## src/rtl/fifo_rr_scheduler_pkg.sv

```systemverilog
// rtl/fifo_rr_scheduler_pkg.sv - shared state codes, dest field helpers and reset thresholds
`define FIFO_SCHED_DEST(word, ws, dw) word[(ws)-1 -: (dw)]

package fifo_sched_pkg;
    typedef enum logic [2:0] {
        S_RESET  = 3'd0,
        S_INIT   = 3'd1,
        S_IDLE   = 3'd2,
        S_ACTIVE = 3'd3,
        S_ERROR  = 3'd4
    } state_t;

    localparam int AE_RST = 2;
    localparam int AF_RST = 6;

    function automatic int dest_w(input int n_ports);
        return (n_ports > 1) ? $clog2(n_ports) : 1;
    endfunction
endpackage

```

## src/rtl/fifo_rr_scheduler_arbiter.sv

```systemverilog
// rtl/fifo_rr_scheduler_arbiter.sv - combinational round-robin arbiter, search starts after ptr
module rr_arbiter #(
    parameter int N_PORTS = 4,
    parameter int IDX_W   = 2
) (
    input  logic [N_PORTS-1:0] req,
    input  logic [IDX_W-1:0]   ptr,
    input  logic               enable,
    output logic [N_PORTS-1:0] gnt,
    output logic [IDX_W-1:0]   gnt_idx
);
    logic [IDX_W-1:0] idx;
    logic             found;

    // N_PORTS is a power of two, so the index wraps by truncation
    always_comb begin
        gnt     = '0;
        gnt_idx = '0;
        found   = 1'b0;
        idx     = '0;
        for (int k = 1; k <= N_PORTS; k++) begin
            idx = ptr + IDX_W'(k);
            if (enable && !found && req[idx]) begin
                found      = 1'b1;
                gnt_idx    = idx;
                gnt[idx]   = 1'b1;
            end
        end
    end
endmodule

```

## src/rtl/fifo_rr_scheduler.sv

```systemverilog
// rtl/fifo_rr_scheduler.sv - round-robin transfer of words from input FIFOs to output FIFOs
module fifo_rr_scheduler
    import fifo_sched_pkg::*;
#(
    parameter int N_PORTS   = 4,
    parameter int WORD_SIZE = 10,
    parameter int PTR_SIZE  = 3,
    parameter int DEST_W    = dest_w(N_PORTS)
) (
    input  logic                         clk,
    input  logic                         reset,
    input  logic                         init,
    input  logic [PTR_SIZE-1:0]          ae_thr_in,
    input  logic [PTR_SIZE-1:0]          af_thr_in,
    input  logic [N_PORTS-1:0]           in_empty,
    input  logic [N_PORTS-1:0]           in_valid,
    input  logic [N_PORTS*WORD_SIZE-1:0] in_data,
    output logic [N_PORTS-1:0]           in_rd_en,
    input  logic [N_PORTS-1:0]           out_almost_full,
    input  logic [N_PORTS-1:0]           out_full,
    output logic [N_PORTS-1:0]           out_wr_en,
    output logic [WORD_SIZE-1:0]         out_data,
    output logic                         fifo_init,
    output logic [PTR_SIZE-1:0]          ae_thr,
    output logic [PTR_SIZE-1:0]          af_thr,
    output logic [2:0]                   state,
    output logic                         idle,
    output logic                         error
);
    state_t               st, st_nxt;
    logic [DEST_W-1:0]    rr_ptr, gnt_idx, pop_idx;
    logic [N_PORTS-1:0]   gnt;
    logic                 grant_en, drained, overflow, pop_d, s2_valid;
    logic [WORD_SIZE-1:0] pop_word, s2_data;
    logic [DEST_W-1:0]    s2_dest;

    assign grant_en = (st == S_ACTIVE) && !init && !(|out_almost_full);

    rr_arbiter #(.N_PORTS(N_PORTS), .IDX_W(DEST_W)) u_arb (
        .req     (~in_empty),
        .ptr     (rr_ptr),
        .enable  (grant_en),
        .gnt     (gnt),
        .gnt_idx (gnt_idx)
    );

    assign pop_word = in_data[pop_idx*WORD_SIZE +: WORD_SIZE];
    assign drained  = !pop_d && !s2_valid;

    // a push colliding with full is still issued; ERROR only blocks what follows
    always_comb begin
        out_wr_en = '0;
        if (s2_valid && st != S_ERROR) out_wr_en[s2_dest] = 1'b1;
    end
    assign out_data = (|out_wr_en) ? s2_data : '0;
    assign overflow = |(out_wr_en & out_full);

    always_comb begin
        st_nxt = st;
        case (st)
            S_RESET:  st_nxt = S_INIT;
            S_INIT:   if (!init) st_nxt = S_IDLE;
            S_IDLE: begin
                if (init) st_nxt = S_INIT;
                else if (!(&in_empty) && !(|out_almost_full)) st_nxt = S_ACTIVE;
            end
            S_ACTIVE: begin
                if (drained && init) st_nxt = S_INIT;
                else if (drained && (&in_empty)) st_nxt = S_IDLE;
            end
            S_ERROR:  st_nxt = S_ERROR;
            default:  st_nxt = S_RESET;
        endcase
        if (overflow) st_nxt = S_ERROR;
    end

    always_ff @(posedge clk) begin
        if (reset) begin
            st       <= S_RESET;
            rr_ptr   <= '1;
            pop_d    <= 1'b0;
            pop_idx  <= '0;
            s2_valid <= 1'b0;
            s2_data  <= '0;
            s2_dest  <= '0;
            ae_thr   <= PTR_SIZE'(AE_RST);
            af_thr   <= PTR_SIZE'(AF_RST);
        end else begin
            st       <= st_nxt;
            pop_d    <= |gnt;
            if (|gnt) begin
                rr_ptr  <= gnt_idx;
                pop_idx <= gnt_idx;
            end
            s2_valid <= pop_d && in_valid[pop_idx];
            if (pop_d && in_valid[pop_idx]) begin
                s2_data <= pop_word;
                s2_dest <= `FIFO_SCHED_DEST(pop_word, WORD_SIZE, DEST_W);
            end
            if (st == S_INIT) begin
                ae_thr <= ae_thr_in;
                af_thr <= af_thr_in;
            end
        end
    end

    assign in_rd_en  = gnt;
    assign fifo_init = (st == S_INIT);
    assign idle      = (st == S_IDLE);
    assign error     = (st == S_ERROR);
    assign state     = st;
endmodule

```

## config.mk

```make
export PLATFORM = sky130hd
export DESIGN_NAME = fifo_rr_scheduler
export DESIGN_NICKNAME = d
export VERILOG_FILES = /design/src/rtl/fifo_rr_scheduler_pkg.sv /design/src/rtl/fifo_rr_scheduler_arbiter.sv /design/src/rtl/fifo_rr_scheduler.sv
export SDC_FILE = /design/constraint.sdc
export NUM_CORES = 1
export LEC_CHECK = 0
export BUFFER_PORTS_ARGS = -buffer_cell sky130_fd_sc_hd__buf_2
export CAP_MARGIN = 20
export CORE_ASPECT_RATIO = 0.75
export CORE_UTILIZATION = 46
export CTS_CLUSTER_DIAMETER = 120
export DETAILED_ROUTE_END_ITERATION = 8
export PLACE_DENSITY_LB_ADDON = 0.15
export SYNTH_ARGS = -nofsm -noshare
export SYNTH_HDL_FRONTEND = slang
export SYNTH_HIERARCHICAL = 1
export SYNTH_SLANG_ARGS = --single-unit
export TNS_END_PERCENT = 1
```

## constraint.sdc

```tcl
create_clock -name clk -period 3.8 [get_ports clk]
set_input_delay 0.19 -clock clk [delete_from_list [all_inputs] [get_ports clk]]
set_output_delay 0.19 -clock clk [all_outputs]
set_load 0.01 [all_outputs]
```

==> impl_metrics.env <==
export IMPL_outcome="finished, final reports clean"
export IMPL_crit_family="simple AND/OR/NAND/NOR gates"
export IMPL_yosysSeqAreaShare=0.2646
export IMPL_p_sw_frac=0.2411
export IMPL_gr_total_overflow=0
export IMPL_cts_setup_buffers=0
export IMPL_synth_seq_cells=25
export IMPL_coreArea_um2=3804
export IMPL_cp_arrival_ns=3.13
export IMPL_area_growth_pct=27.51
export IMPL_cap_violations=0
export IMPL_internal_power_mw=0.4042
export IMPL_grt_max_degree=25
export IMPL_synth_top_area_share=0.2646
export IMPL_initial_core_util=0.4974
export IMPL_grt_pass1_vias=1559
export IMPL_clock_skew_ns=0.003173
export IMPL_synth_warnings=6
export IMPL_power_density_nw_per_um2=220.8
export IMPL_pwr_share_clk=0.284
export IMPL_dp_cells=328
export IMPL_leakage_nw=1.207
export IMPL_cts_resized=0
export IMPL_grt_pass1_wl_um=7051
export IMPL_placed_cell_area_um2=2367
export IMPL_ant_nets=0
export IMPL_fillers=312
export IMPL_instances_no_fill=332
export IMPL_ir_worst_vdd_uv=201.3
export IMPL_row_count=19
export IMPL_startpoint_type="register"
export IMPL_portBuffers=94
export IMPL_grt_total_usage=0.2005
export IMPL_wl_per_cell_um=13.06
export IMPL_final_hold_viol_count=0
export IMPL_critPathBufInv=1
export IMPL_hold_path_class="input port to register"
export IMPL_ctsHoldBuffers=0
export IMPL_ys_async_sr_fraction=0
export IMPL_h_tree_depth=1
export IMPL_io_pins=95
export IMPL_cts_root_buf="clkbuf_8"
export IMPL_initialDrtViolationCount=57
export IMPL_tritoncts="done"
export IMPL_antenna_found_initial=0
export IMPL_rsz0062_at_grt="false"
export IMPL_dr_pass1_iters=4
export IMPL_cp_end_kind="register"
export IMPL_clk_pin_slew_ns=0.08
export IMPL_cts_sink_count=25
export IMPL_worst_pin_slew_ns=0.7318
export IMPL_critical_path_class="register to register"
export IMPL_slew_violations=0
export IMPL_required_ns=3.93
export IMPL_synth_edff_count=0
export IMPL_pwr_share_comb=0.195
export IMPL_vias=1755
export IMPL_syn_inst=190
export IMPL_nNetsFinal=353
export IMPL_period_minus_slack_ns=3.000
export IMPL_dieHeight_um=57.54
export IMPL_final_util=0.6342
export IMPL_wirelength_um=4337
export IMPL_cts_buffers=3
export IMPL_synth_cell_area_um2=1892
export IMPL_clkLatencyLatePin_ns=0.26
export IMPL_drc=0
export IMPL_drive_above_1_share=0.4429
export IMPL_fmaxAchievable_mhz=333.4
export IMPL_synthFlopType="dfxtp_1"
export IMPL_synth_top_area_cell="dfxtp_1"
export IMPL_period_share=0.7894
export IMPL_relSlewSlack=0.5100
export IMPL_avgSynthCellArea_um2=9.957
export IMPL_slowest_delay_ns=0.56
export IMPL_seqPwrFrac=0.520
export IMPL_setup_violations=0
export IMPL_syn_num_nets=262
export IMPL_postLayoutCellArea_um2=2412
export IMPL_critPathMaxFanout=12
export IMPL_diodes=0
export IMPL_critPathSlowestCell="or4_1"
export IMPL_die_x_um=76.05
export IMPL_synth_cell_types=42
export IMPL_dpl_hpwl_um=3344
export IMPL_cts_buffer_depth=2
export IMPL_power_switching_mw=0.1285
export IMPL_synth_area_leaders="dfxtp_1 26%, mux4_2 18%, mux2i_1 7.9%"
export IMPL_viasPerCell=5.286
export IMPL_gp_congestion=0.8365
export IMPL_finalSetupTns_ns=0
export IMPL_dieArea_um2=4376
export IMPL_cp_cell_sequence="inv_1 > ha_1 > mux4_2 > nor2_1 > and3_1 > a221o_1 > or4_1 > nand2_1 > a21oi_1"
[synth_stat cells (all sizes together) (4+ instances only)]
| library cell | instances |
|---|---|
| clkbuf | 5 |
| nand3b | 6 |
| nor2b | 9 |
| a221o | 4 |
| nand2 | 13 |
| buf | 6 |
| a21oi | 8 |
| ha | 7 |
| mux4 | 16 |
| nor3b | 4 |
| a21boi | 4 |
| and2 | 10 |
| inv | 6 |
| a211o | 4 |
| nor2 | 21 |
| mux2i | 15 |
| dfxtp | 25 |
[cells by family (layout without fill, tap and decap cells)]
family / Yosys count / in the layout / share of synthesized area
fa+ha+maj: 7 / 7 / 0.04629
simple gates: 78 / 78 / 0.2394
buf+inv: 17 / 107 / 0.05556
compound gates: 31 / 31 / 0.1164
mux: 32 / 32 / 0.2778
flops: 25 / 25 / 0.2646
[path summary, 6_finish.rpt]
path / startpoint / endpoint / slack [ns] / depth (start not counted)
min: af_thr_in[1] / af_thr[1] / 0.14 / 2
max reg2reg: rr_ptr[1] / pop_idx[0] / 0.80 / 9
max: rr_ptr[1] / pop_idx[0] / 0.80 / 9
min reg2reg: s2_data[4] / s2_data[4] / 0.49 / 2
[cell type report]
type | instances | area, um2 | area share
Sequential cell | 25 | 500.5 | 0.2075
Timing Repair Buffer | 97 | 493.0 | 0.2044
Tap cell | 52 | 65.06 | 0.02697
Clock buffer | 4 | 45.04 | 0.01867
Multi-Input combinational cell | 148 | 1286 | 0.5332
Inverter | 6 | 22.52 | 0.009336
[per-layer routing]
metal / wire length, um / GRT usage / part of all wire
met1: 2035 / 0.2676 / 0.47
met2: 1888 / 0.3286 / 0.44
met3: 380 / 0.06400 / 0.088
met4: 34 / 0.03022 / 0.0078
met5: 0 / 0 / 0
[power groups by stage]
stage	registers (mW)	clock network (mW)	logic, mW
5_1_grt	0.279	0.165	0.115
2_1_floorplan	0.285	0	0.0585
4_1_cts	0.277	0.157	0.104
6_report	0.277	0.152	0.104
3_3_place_gp	0.283	0	0.102
3_5_place_dp	0.283	0	0.104
[per-stage QoR]
step           total power [mW]  setup slack (ns)  hold WS (ns)
6_report                 0.5327            0.8002        0.1354
5_1_grt                  0.5585            0.6392        0.1353
4_1_cts                  0.5380            0.8105        0.1314
3_5_place_dp             0.3870            0.8329        0.4033
3_3_place_gp             0.3855            0.8971        0.4003
2_1_floorplan            0.3433             1.047        0.2844
[state kept, by name (all words and copies together) (netlist names)]
| register | count |
|---|---|
| s2_data | 10 |
| pop_d | 1 |
| pop_idx | 2 |
| ae_thr | 3 |
| state | 3 |
| rr_ptr | 2 |
| af_thr | 3 |
| s2_valid | 1 |
[cells in the final DEF, fill, tap and decap left out, drive strengths merged, types with 7 or more instances in the layout]
cell type / Yosys / layout
a21oi: 8 / 8
and2: 10 / 10
buf: 6 / 97
dfxtp: 25 / 25
ha: 7 / 7
mux2i: 15 / 15
mux4: 16 / 16
nand2: 13 / 13
nor2: 21 / 21
nor2b: 9 / 9
(Power assumes the default switching activity.)
